===== config.mk =====
export PLATFORM = sky130hd
export DESIGN_NAME = ct_cp0_pmp_csr_seq
export DESIGN_NICKNAME = d
export VERILOG_FILES = /design/src/rtl/ct_pmp_pkg.sv /design/src/rtl/ct_pmp_csr_merge.sv /design/src/rtl/ct_cp0_pmp_csr_seq.sv
export SDC_FILE = /design/constraint.sdc
export NUM_CORES = 1
export LEC_CHECK = 0
export CAP_MARGIN = 20
export CELL_PAD_IN_SITES_DETAIL_PLACEMENT = 2
export CELL_PAD_IN_SITES_GLOBAL_PLACEMENT = 2
export CORE_ASPECT_RATIO = 0.5
export CORE_MARGIN = 4
export CORE_UTILIZATION = 27
export DETAILED_ROUTE_END_ITERATION = 8
export PLACE_DENSITY_LB_ADDON = 0.1
export SYNTH_ARGS = -nofsm -noshare
export SYNTH_HDL_FRONTEND = slang
export SYNTH_SLANG_ARGS = --single-unit

===== constraint.sdc =====
create_clock -name forever_cpuclk -period 6.4 [get_ports forever_cpuclk]
set_clock_uncertainty 0.05 [all_clocks]
set_input_delay 1.28 -clock forever_cpuclk [delete_from_list [all_inputs] [get_ports forever_cpuclk]]
set_output_delay 1.28 -clock forever_cpuclk [all_outputs]
set_load 0.05 [all_outputs]

===== src/rtl/ct_pmp_pkg.sv =====
// Shared definitions for the CP0 PMP CSR sequencer: op encodings, CSR
// offsets, pmpcfg bit positions, FSM states and small decode helpers.
package ct_pmp_pkg;

    // CSR instruction flavours as delivered by the issuing pipe
    localparam logic [1:0] OP_NONE = 2'b00;
    localparam logic [1:0] OP_RW   = 2'b01;
    localparam logic [1:0] OP_RS   = 2'b10;
    localparam logic [1:0] OP_RC   = 2'b11;

    // PMP CSR offsets relative to 0x3A0
    localparam logic [4:0] CSR_CFG0      = 5'd0;
    localparam logic [4:0] CSR_CFG2      = 5'd2;
    localparam logic [4:0] CSR_ADDR_BASE = 5'd16;

    // pmpcfg byte fields
    localparam int CFG_L    = 7;
    localparam int CFG_A_HI = 4;
    localparam int CFG_A_LO = 3;
    localparam int CFG_W    = 1;
    localparam int CFG_R    = 0;
    localparam logic [1:0] CFG_A_TOR = 2'b01;

    // Number of upper pmpaddr bits that are hardwired to zero
    localparam int ADDR_ZERO_BITS = 10;

    typedef enum logic [2:0] {
        ST_IDLE    = 3'd0,
        ST_RD_CFG0 = 3'd1,
        ST_RD_CFG2 = 3'd2,
        ST_RD_TGT  = 3'd3,
        ST_WR      = 3'd4,
        ST_DONE    = 3'd5
    } seq_state_e;

    // Control fields of an accepted request
    typedef struct packed {
        logic [1:0] op;
        logic [4:0] num;
        logic       nowr;
        logic       illegal;
    } pmp_ctrl_t;

    // Only pmpcfg0, pmpcfg2 and pmpaddr0..15 exist on RV64
    function automatic logic num_legal(input logic [4:0] num);
        return (num == CSR_CFG0) || (num == CSR_CFG2) || (num >= CSR_ADDR_BASE);
    endfunction

    // Config byte of entry idx: entries 0..7 live in cfg0, 8..15 in cfg2
    function automatic logic [7:0] cfg_byte(input logic [63:0] cfg0,
                                            input logic [63:0] cfg2,
                                            input logic [3:0]  idx);
        logic [63:0] src;
        src = idx[3] ? cfg2 : cfg0;
        return src[{idx[2:0], 3'b000} +: 8];
    endfunction

endpackage


===== src/rtl/ct_pmp_csr_merge.sv =====
// Combinational merge of old CSR value and source operand into the value
// written back to the PMP, including per-byte L locking of pmpcfg, entry
// locking (own L, TOR lock from entry i+1) of pmpaddr, and WARL clearing.
// Optional macro CT_PMP_WARL_RW_EN: a cfg byte whose new R/W is 0/1 keeps
// its old contents instead of taking the reserved combination.
module ct_pmp_csr_merge
    import ct_pmp_pkg::*;
#(
    parameter int DATA_W        = 64,
    parameter int PMP_ENTRY_NUM = 16
) (
    input  logic [DATA_W-1:0] old_val,
    input  logic [DATA_W-1:0] src_val,
    input  logic [1:0]        op,
    input  logic [DATA_W-1:0] cfg0,
    input  logic [DATA_W-1:0] cfg2,
    input  logic [4:0]        num,
    output logic [DATA_W-1:0] wdata,
    output logic              wen
);

    localparam int NBYTES = DATA_W / 8;

    logic [DATA_W-1:0] new_val;
    logic [DATA_W-1:0] cfg_wdata;
    logic [DATA_W-1:0] addr_wdata;
    logic [NBYTES-1:0] byte_open;
    logic [3:0]        idx;
    logic [7:0]        cur_cfg;
    logic [7:0]        nxt_cfg;
    logic              addr_blocked;
    logic              addr_impl;

    // CSR read-modify-write value before any locking/WARL rules
    always_comb begin
        new_val = src_val;
        case (op)
            OP_RS:   new_val = old_val | src_val;
            OP_RC:   new_val = old_val & ~src_val;
            default: new_val = src_val;
        endcase
    end

    // pmpcfg: each byte is independently lockable; bits 6:5 are reserved
    for (genvar k = 0; k < NBYTES; k++) begin : g_cfg_byte
        logic [7:0] ob;
        logic [7:0] nb;
        logic       keep;
        assign ob = old_val[8*k +: 8];
        assign nb = new_val[8*k +: 8] & 8'h9F;
`ifdef CT_PMP_WARL_RW_EN
        assign keep = ob[CFG_L] | (nb[CFG_W:CFG_R] == 2'b10);
`else
        assign keep = ob[CFG_L];
`endif
        assign cfg_wdata[8*k +: 8] = keep ? ob : nb;
        assign byte_open[k]        = ~ob[CFG_L];
    end

    // pmpaddr: entry lock check and WARL upper bits
    always_comb begin
        idx          = num[3:0];
        cur_cfg      = cfg_byte(cfg0, cfg2, idx);
        nxt_cfg      = cfg_byte(cfg0, cfg2, idx + 4'd1);
        addr_blocked = cur_cfg[CFG_L] |
                       ((idx != 4'hF) && nxt_cfg[CFG_L] &&
                        (nxt_cfg[CFG_A_HI:CFG_A_LO] == CFG_A_TOR));
        addr_impl    = int'(idx) < PMP_ENTRY_NUM;
        addr_wdata   = {{ADDR_ZERO_BITS{1'b0}}, new_val[DATA_W-ADDR_ZERO_BITS-1:0]};
    end

    // Select result by target register class
    always_comb begin
        if (num[4]) begin
            wdata = addr_wdata;
            wen   = !addr_blocked && addr_impl;
        end else begin
            wdata = cfg_wdata;
            wen   = |byte_open;
        end
    end

endmodule


===== src/rtl/ct_cp0_pmp_csr_seq.sv =====
// CP0-side sequencer for PMP CSR accesses: one CSRRW/RS/RC becomes a
// read-then-conditional-write on the PMP register port, with the old value
// returned to the issuing pipe on a one-cycle done pulse. pmpaddr writes
// first read both cfg registers so lock rules can be applied.
// Optional macro CT_PMP_WARL_RW_EN (handled in ct_pmp_csr_merge).
module ct_cp0_pmp_csr_seq
    import ct_pmp_pkg::*;
#(
    parameter int PMP_ENTRY_NUM = 16,
    parameter int DATA_W        = 64
) (
    input  logic              forever_cpuclk,
    input  logic              cpurst,
    input  logic              iu_pmp_req_vld,
    input  logic [1:0]        iu_pmp_req_op,
    input  logic [4:0]        iu_pmp_req_num,
    input  logic [DATA_W-1:0] iu_pmp_req_src,
    input  logic              iu_pmp_req_nowr,
    output logic              pmp_iu_req_rdy,
    output logic              pmp_iu_done,
    output logic              pmp_iu_illegal,
    output logic [DATA_W-1:0] pmp_iu_rdata,
    output logic [4:0]        cp0_pmp_reg_num,
    output logic              cp0_pmp_wreg,
    output logic [DATA_W-1:0] cp0_pmp_wdata,
    input  logic [DATA_W-1:0] pmp_cp0_data
);

    seq_state_e        state_q, state_d;
    pmp_ctrl_t         ctrl_q, ctrl_d;
    logic [DATA_W-1:0] src_q, src_d;
    logic [DATA_W-1:0] cfg0_q, cfg0_d;
    logic [DATA_W-1:0] cfg2_q, cfg2_d;
    logic [DATA_W-1:0] old_q, old_d;

    logic              req_acc;
    logic              req_illegal;
    logic              tgt_unimpl;
    logic [DATA_W-1:0] merge_wdata;
    logic              merge_wen;

    assign req_acc     = iu_pmp_req_vld && (state_q == ST_IDLE);
    assign req_illegal = (iu_pmp_req_op == OP_NONE) || !num_legal(iu_pmp_req_num);
    assign tgt_unimpl  = ctrl_q.num[4] && (int'(ctrl_q.num[3:0]) >= PMP_ENTRY_NUM);

    ct_pmp_csr_merge #(
        .DATA_W        (DATA_W),
        .PMP_ENTRY_NUM (PMP_ENTRY_NUM)
    ) u_merge (
        .old_val (old_q),
        .src_val (src_q),
        .op      (ctrl_q.op),
        .cfg0    (cfg0_q),
        .cfg2    (cfg2_q),
        .num     (ctrl_q.num),
        .wdata   (merge_wdata),
        .wen     (merge_wen)
    );

    // FSM state register
    always_ff @(posedge forever_cpuclk or posedge cpurst) begin
        if (cpurst) state_q <= ST_IDLE;
        else        state_q <= state_d;
    end

    // Request and captured read-data registers
    always_ff @(posedge forever_cpuclk or posedge cpurst) begin
        if (cpurst) begin
            ctrl_q <= '0;
            src_q  <= '0;
            cfg0_q <= '0;
            cfg2_q <= '0;
            old_q  <= '0;
        end else begin
            ctrl_q <= ctrl_d;
            src_q  <= src_d;
            cfg0_q <= cfg0_d;
            cfg2_q <= cfg2_d;
            old_q  <= old_d;
        end
    end

    // Next state: only pmpaddr writes need the cfg registers for lock checks
    always_comb begin
        state_d = state_q;
        case (state_q)
            ST_IDLE: begin
                if (req_acc) begin
                    if (req_illegal)
                        state_d = ST_DONE;
                    else if (iu_pmp_req_num[4] && !iu_pmp_req_nowr)
                        state_d = ST_RD_CFG0;
                    else
                        state_d = ST_RD_TGT;
                end
            end
            ST_RD_CFG0: state_d = ST_RD_CFG2;
            ST_RD_CFG2: state_d = ST_RD_TGT;
            ST_RD_TGT:  state_d = ST_WR;
            ST_WR:      state_d = ST_DONE;
            ST_DONE:    state_d = ST_IDLE;
            default:    state_d = ST_IDLE;
        endcase
    end

    // Latch request on accept, capture PMP read data in the read states
    always_comb begin
        ctrl_d = ctrl_q;
        src_d  = src_q;
        cfg0_d = cfg0_q;
        cfg2_d = cfg2_q;
        old_d  = old_q;
        if (req_acc) begin
            ctrl_d.op      = iu_pmp_req_op;
            ctrl_d.num     = iu_pmp_req_num;
            ctrl_d.nowr    = iu_pmp_req_nowr;
            ctrl_d.illegal = req_illegal;
            src_d          = iu_pmp_req_src;
        end
        case (state_q)
            ST_RD_CFG0: cfg0_d = pmp_cp0_data;
            ST_RD_CFG2: cfg2_d = pmp_cp0_data;
            ST_RD_TGT:  old_d  = tgt_unimpl ? '0 : pmp_cp0_data;
            default: ;
        endcase
    end

    // Outputs decoded from state; reg_num stays on the target through WR
    always_comb begin
        pmp_iu_req_rdy  = (state_q == ST_IDLE);
        pmp_iu_done     = (state_q == ST_DONE);
        pmp_iu_illegal  = (state_q == ST_DONE) && ctrl_q.illegal;
        pmp_iu_rdata    = '0;
        cp0_pmp_reg_num = '0;
        cp0_pmp_wreg    = 1'b0;
        cp0_pmp_wdata   = '0;
        case (state_q)
            ST_RD_CFG0: cp0_pmp_reg_num = CSR_CFG0;
            ST_RD_CFG2: cp0_pmp_reg_num = CSR_CFG2;
            ST_RD_TGT:  cp0_pmp_reg_num = ctrl_q.num;
            ST_WR: begin
                cp0_pmp_reg_num = ctrl_q.num;
                cp0_pmp_wreg    = !ctrl_q.nowr && merge_wen;
                cp0_pmp_wdata   = merge_wdata;
            end
            ST_DONE: begin
                if (!ctrl_q.illegal) pmp_iu_rdata = old_q;
            end
            default: ;
        endcase
    end

endmodule


# Word-level counts from Yosys, hierarchy flattened
# Cells that the tools add are included.
# totals
mem_bits_rw	0
mem_count	0
input_bits	139
register_bits	268
rom_bits	0
latchBits	0
out_inout_bits	137
# op_classes
reduce_logical	18
add_sub_neg	1
div_mod_pow	0
magnitude_cmp	1
muxes	22
n_shift	2
n_mul	0
eq_ne	11
bitwise	12
# op_table
op	count
64-bit two-way mux	6
64-bit one-hot mux with 2 select lines	1
64-bit by 7-bit variable part select with 8-bit output	2
64-bit AND	1
8-bit two-way mux	8
64-bit NOT	1
64-bit bitwise OR	1
3-bit one-hot mux with 5 select lines	1
5-bit one-hot mux with 2 select lines	1
1-bit NOT	8
8-bit OR reduction	1
3-bit by 2-bit equality test with 1-bit output, second input constant	2
3-bit equality test, second input constant	2
1-bit logical AND	6
3-bit two-way mux	2
5-bit by 2-bit equality test with 1-bit output, second input constant	1
5-bit greater-or-equal comparator, second input constant	1
5-bit logical NOT	1
4-bit by 1-bit adder with 4-bit output, second input constant	1
2-bit equality test, second input constant	2
1-bit logical NOT	4
4-bit != test, second input constant	1
3-bit by 1-bit equality test with 1-bit output, second input constant	1
3-bit logical NOT	1
8 further kinds	11

# Depth between registers and ports, before layout
# logic_depth
ltp_word	10
mapped_depth	7
mapped_depth_nobuf	6

# Cells and area by module
# A second synthesis with hierarchy kept.
# unflattened
hier_cells	963
hier_area_um2	12962.4
# by_module_without_submodules
module	area_per_inst_um2	cells_per_inst	n_inst
ct_cp0_pmp_csr_seq	11423.5	735	1
ct_pmp_csr_merge	1539.0	228	1

# Least setup slack after synthesis
# No wires, ideal clock.
# synth_path
path_kind	register to output
from	reg ctrl_q[4] in the netlist's numbering
to	out cp0_pmp_wreg
arrival_ps	2269
path_stages_with_launch	6
path_buffers	1
path_slack_ps	2801
cell_sequence	dfrtp_1 clkbuf_1 mux4_2 a32oi_1 o221ai_2 a221oi_2
# synth_between
elab_chain_len	10
# synth_rtl
element	line_no	rtl
start: declaration	ct_cp0_pmp_csr_seq.sv:30	pmp_ctrl_t ctrl_q, ctrl_d;
start signal: assignment	ct_cp0_pmp_csr_seq.sv:75	ctrl_q <= ctrl_d;
4-bit by 1-bit adder with 4-bit output	ct_pmp_csr_merge.sv:64	nxt_cfg = cfg_byte(cfg0, cfg2, idx + 4'd1);
64-bit two-way mux	ct_pmp_pkg.sv:54	src = idx[3] ? cfg2 : cfg0;
64-bit by 7-bit variable part select with 8-bit output	ct_pmp_pkg.sv:55	return src[{idx[2:0], 3'b000} +: 8];
2-bit by 1-bit equality test with 1-bit output / 1-bit logical AND (equally long branches)	ct_pmp_csr_merge.sv:67, ct_pmp_csr_merge.sv:66	
1-bit logical AND	ct_pmp_csr_merge.sv:66	((idx != 4'hF) && nxt_cfg[CFG_L] &&
1-bit bitwise OR *	ct_pmp_csr_merge.sv:65	addr_blocked = cur_cfg[CFG_L] |
1-bit logical NOT *	ct_pmp_csr_merge.sv:76	wen = !addr_blocked && addr_impl;
1-bit two-way mux *	ct_pmp_csr_merge.sv:74	if (num[4]) begin
1-bit logical AND *	ct_cp0_pmp_csr_seq.sv:143	cp0_pmp_wreg = !ctrl_q.nowr && merge_wen;
1-bit two-way mux *	ct_cp0_pmp_csr_seq.sv:137	case (state_q)
end: declaration	ct_cp0_pmp_csr_seq.sv:24	output logic cp0_pmp_wreg,
# Mark *: on every way between the ends. The rest lies on a longest branch, timed or not.

# Worst setup path in the final report
# layout_path
from	reg state_q[2]
to	out pmp_iu_rdata[55]
# layout_between
elab_chain_len	2
# layout_rtl
element	line_no	rtl
start: declaration	ct_cp0_pmp_csr_seq.sv:29	seq_state_e state_q, state_d;
start signal: assignment	ct_cp0_pmp_csr_seq.sv:63	else state_q <= state_d;
3-bit equality test	ct_cp0_pmp_csr_seq.sv:137	
64-bit two-way mux	ct_cp0_pmp_csr_seq.sv:137	
end: declaration	ct_cp0_pmp_csr_seq.sv:22	output logic [DATA_W-1:0] pmp_iu_rdata,
# Every way passes these cells.

==> flow_metrics.py <==
metrics = {
    "grt": {
        "grt_pass1_vias": 8549,
        "use_met3_pct": 3.25,
        "grt_pass1_wl_um": 53000,
        "grt_busiest_layer": "met2",
        "grt_antenna_before_repair": 1,
        "grt.total_usage_pct": 18.7,
        "grt-ovfl-total": 0,
        "use_met2_pct": 33.0,
        "use_met1_pct": 24.3,
        "grt_max_degree": 118,
    },
    "worst_setup_path": {
        "regToRegSetupSlack_ns": 3.75,
        "worst_ep_arrival_time_ns": 3.68,
        "startpoint_type": "flip-flop",
        "reg2regPathDepth": 4,
        "cp_max_fo": 38,
        "r2r-start": "state_q[0]$_DFFE_PP0P_",
        "endpoint_kind": "output pin",
        "crit_type": "flip-flop to output pin",
        "cp_data_required_time_ns": 5.07,
        "rr_endpoint": "src_q[27]$_DFFE_PP0P_",
    },
    "clocking": {
        "cts_max_path_buffers": 2,
        "postCtsHoldBufs": 0,
        "cts_made_buffers": 17,
        "clk_pin_slew_ns": 0.07,
        "clock_latency_ns": 0.44,
        "cts_root_buf": "clkbuf_16",
        "cts_num_sinks": 185,
        "cts_max_level": 4,
        "ctsResizeCount": 0,
        "post_cts_buffers": 0,
        "cts_tree": "done",
    },
    "die": {
        "num_io_pins": 276,
        "start_util_pct": 27.5,
        "die_h_um": 138,
        "dieArea_um2": 37100,
        "core_um2": 33200,
        "rows": 47,
        "die_w_um": 268,
    },
    "logic_synthesis": {
        "synth_area_leaders": "dfrtp_1 51%, mux2_2 22%, and2_1 5.0%",
        "syn_area_um2": 9150,
        "seq_area_frac_synth_pct": 50.6,
        "synth-simple-area-share_pct": 13.9,
        "syn_inst": 828,
        "synth_compound_area_share_pct": 8.96,
        "syn_nets": 968,
        "synth_top_area_cell": "dfrtp_1",
        "synthMuxAreaShare_pct": 23.3,
        "ys_types": 46,
        "synth_top_area_share_pct": 50.6,
        "synth_xor_area_share_pct": 0.287,
        "synth_fa_ha_area_share_pct": 0.137,
        "yosys_warnings": 0,
        "synth_seq_cells": 185,
        "synth_top_family_by_area": "multiplexers",
        "synth_area_per_cell_um2": 11.0,
    },
    "finish": {
        "drive_gt1_share_pct": 21.5,
        "area_growth_pct": 40.8,
        "fin_cells": 1530,
        "design_area_um2": 12900,
        "nets": 1216,
    },
    "routing": {
        "firstDrtPassIters": 4,
        "drtAntennaViolNets": 0,
        "drc": 0,
        "via_per_inst": 4.86,
        "wl_per_cell_um": 22.4,
        "drt_iter0_drc": 270,
        "dr_total_vias": 7438,
        "wl_um": 34300,
    },
    "timing": {
        "fin_setup_tns_ns": 0,
        "fmax_ghz": 0.200,
        "hold_viol": 0,
        "setup-violations-final": 0,
        "period_minus_slack_ns": 5.01,
        "rsz0062_at_grt": "false",
        "worst_hold_slack_ns": 0.456,
        "relSlewSlack_pct": 27.9,
        "min_period_over_period_pct": 78.3,
        "tightest_slew_ns": 1.08,
        "slew_violations": 0,
    },
    "hold_path": {
        "hold_path.class": "flip-flop to flip-flop",
        "whs_path_depth": 1,
        "worstHoldEndpoint": "cfg0_q[28]$_DFFE_PP0N_",
        "hp-start": "cfg0_q[28]$_DFFE_PP0N_",
    },
    "placed_design": {
        "dpl.cell_count": 1497,
        "dp_hpwl_um": 24000,
        "port_buffers": 272,
        "place_congestion": 0.719,
        "dpl_cell_area_um2": 12300,
    },
    "power_and_ir_drop": {
        "cellPowerDensity_nw_per_um2": 490,
        "vdd_drop_max_uv": 151,
        "p_leak_uw": 0.00506,
    },
    "run": {
        "max-cap-violations": 0,
    },
    "run_status": {
        "status": "complete, no violations",
    },
}
power breakdown:
part / internal (uW) / switching, uW / total, uW
Clock: 560 / 488 / 1050
Combinational: 1310 / 1620 / 2930
Sequential: 1780 / 554 / 2330
Total: 3650 / 2660 / 6310
through the flow:
| step | power, uW | utilization (%) | setup WS (ns) |
|---|---|---|---|
| finish | 6310 | 38.8 | 1.39 |
| global route | 6780 | 38.8 | 1.07 |
| CTS | 6410 | 38.7 | 1.24 |
| detailed placement | 5320 | 37.0 | 1.75 |
| global placement | 5180 | 37.0 | 1.84 |
| floorplan | 4270 | - | 0.0413 |
Yosys cell counts, drive strengths merged:
library cell / number
dfrtp: 185
mux2: 178
nor2: 75
and2: 73
o21ai: 65
nand2: 59
a21oi: 54
buf: 30
clkbuf: 23
a22oi: 12
nor2b: 11
nand3b: 6
inv: 5
nand4b: 5
nor3: 5
mux4: 4
and3: 3
mux2i: 3
nand2b: 3
nand3: 3
o211ai: 3
xor2: 3
a211oi: 2
a41oi: 2
or3: 2
a221oi: 1
a311oi: 1
a32oi: 1
and4b: 1
ha: 1
nand4: 1
nand4bb: 1
nor3b: 1
nor4bb: 1
o21a: 1
o221ai: 1
o22a: 1
o31ai: 1
or2: 1
cell families (layout without fill, tap and decap cells):
family / after synthesis / count (layout)
mux: 185 / 185
fa+ha+maj: 1 / 1
compound gates: 145 / 145
flops: 185 / 185
xor+xnor: 3 / 3
buf+inv: 58 / 318
other cells: 0 / 1
simple gates: 251 / 251
area by class of cell:
cell class              count  area (um^2)
clock buffers              23          508
repair buffers            282         2810
fillers                  3512        20300
flip-flops and latches    185         4630
diodes                      1         2.50
inverters                   5         26.3
clock inverters             8         63.8
multi-input cells         585         4290
well taps                 441          552
worst max-delay path, cell delays in order (launching register included):
cell and delay (ns):
dfrtp_1 0.53, nor2b_1 0.35, and2_1 0.20, nor2b_4 0.59, buf_4 0.49, and2_1 0.20
clkdlybuf4s50_1 0.81
layer usage:
layer	vias to the layer above	share of wire (%)	routed length, um
li1	3384	-	-
met4	0	0.62	212
met3	18	3.8	1320
met1	3924	45	15300
met2	112	51	17500
met5	-	0	0
worst max-delay path by stage:
stage,startpoint,to,slack (ns),depth (start not counted)
after global placement,state_q[2]$_DFFE_PP0P_,pmp_iu_rdata[47],1.84,6
after floorplan,cpurst,cfg0_q[11]$_DFFE_PP0N_,0.04,1
final,state_q[2]$_DFFE_PP0P_,pmp_iu_rdata[55],1.39,6
after global routing,state_q[2]$_DFFE_PP0P_,pmp_iu_rdata[55],1.07,6
after CTS,state_q[2]$_DFFE_PP0P_,pmp_iu_rdata[55],1.24,6
after detailed placement,state_q[2]$_DFFE_PP0P_,pmp_iu_rdata[55],1.75,6
layout by cell type, fill, tap and decap left out, types with 5 or more instances in the layout:
cell type        synthesis  routed
o21ai_0                 65      65
clkinv_4                 0       5
nor2b_1                 11       9
mux2_2                 178     178
dfrtp_1                185     185
a21oi_1                 54      54
buf_4                    2       9
a22oi_1                 12      12
clkbuf_16                0      17
nor2_1                  75      75
clkbuf_8                 0       6
and2_1                  73      72
nand2_1                 59      58
nand3b_1                 6       6
clkdlybuf4s50_1          0     272
nor3_1                   5       5
nand4b_1                 5       5
flip-flops by register name (all words and copies together), names as in the netlist:
register and flops:
src_q 61, cfg0_q 24, state_q 3, cfg2_q 24, old_q 64, ctrl_q 9
Power figures use the tool's default switching activity.
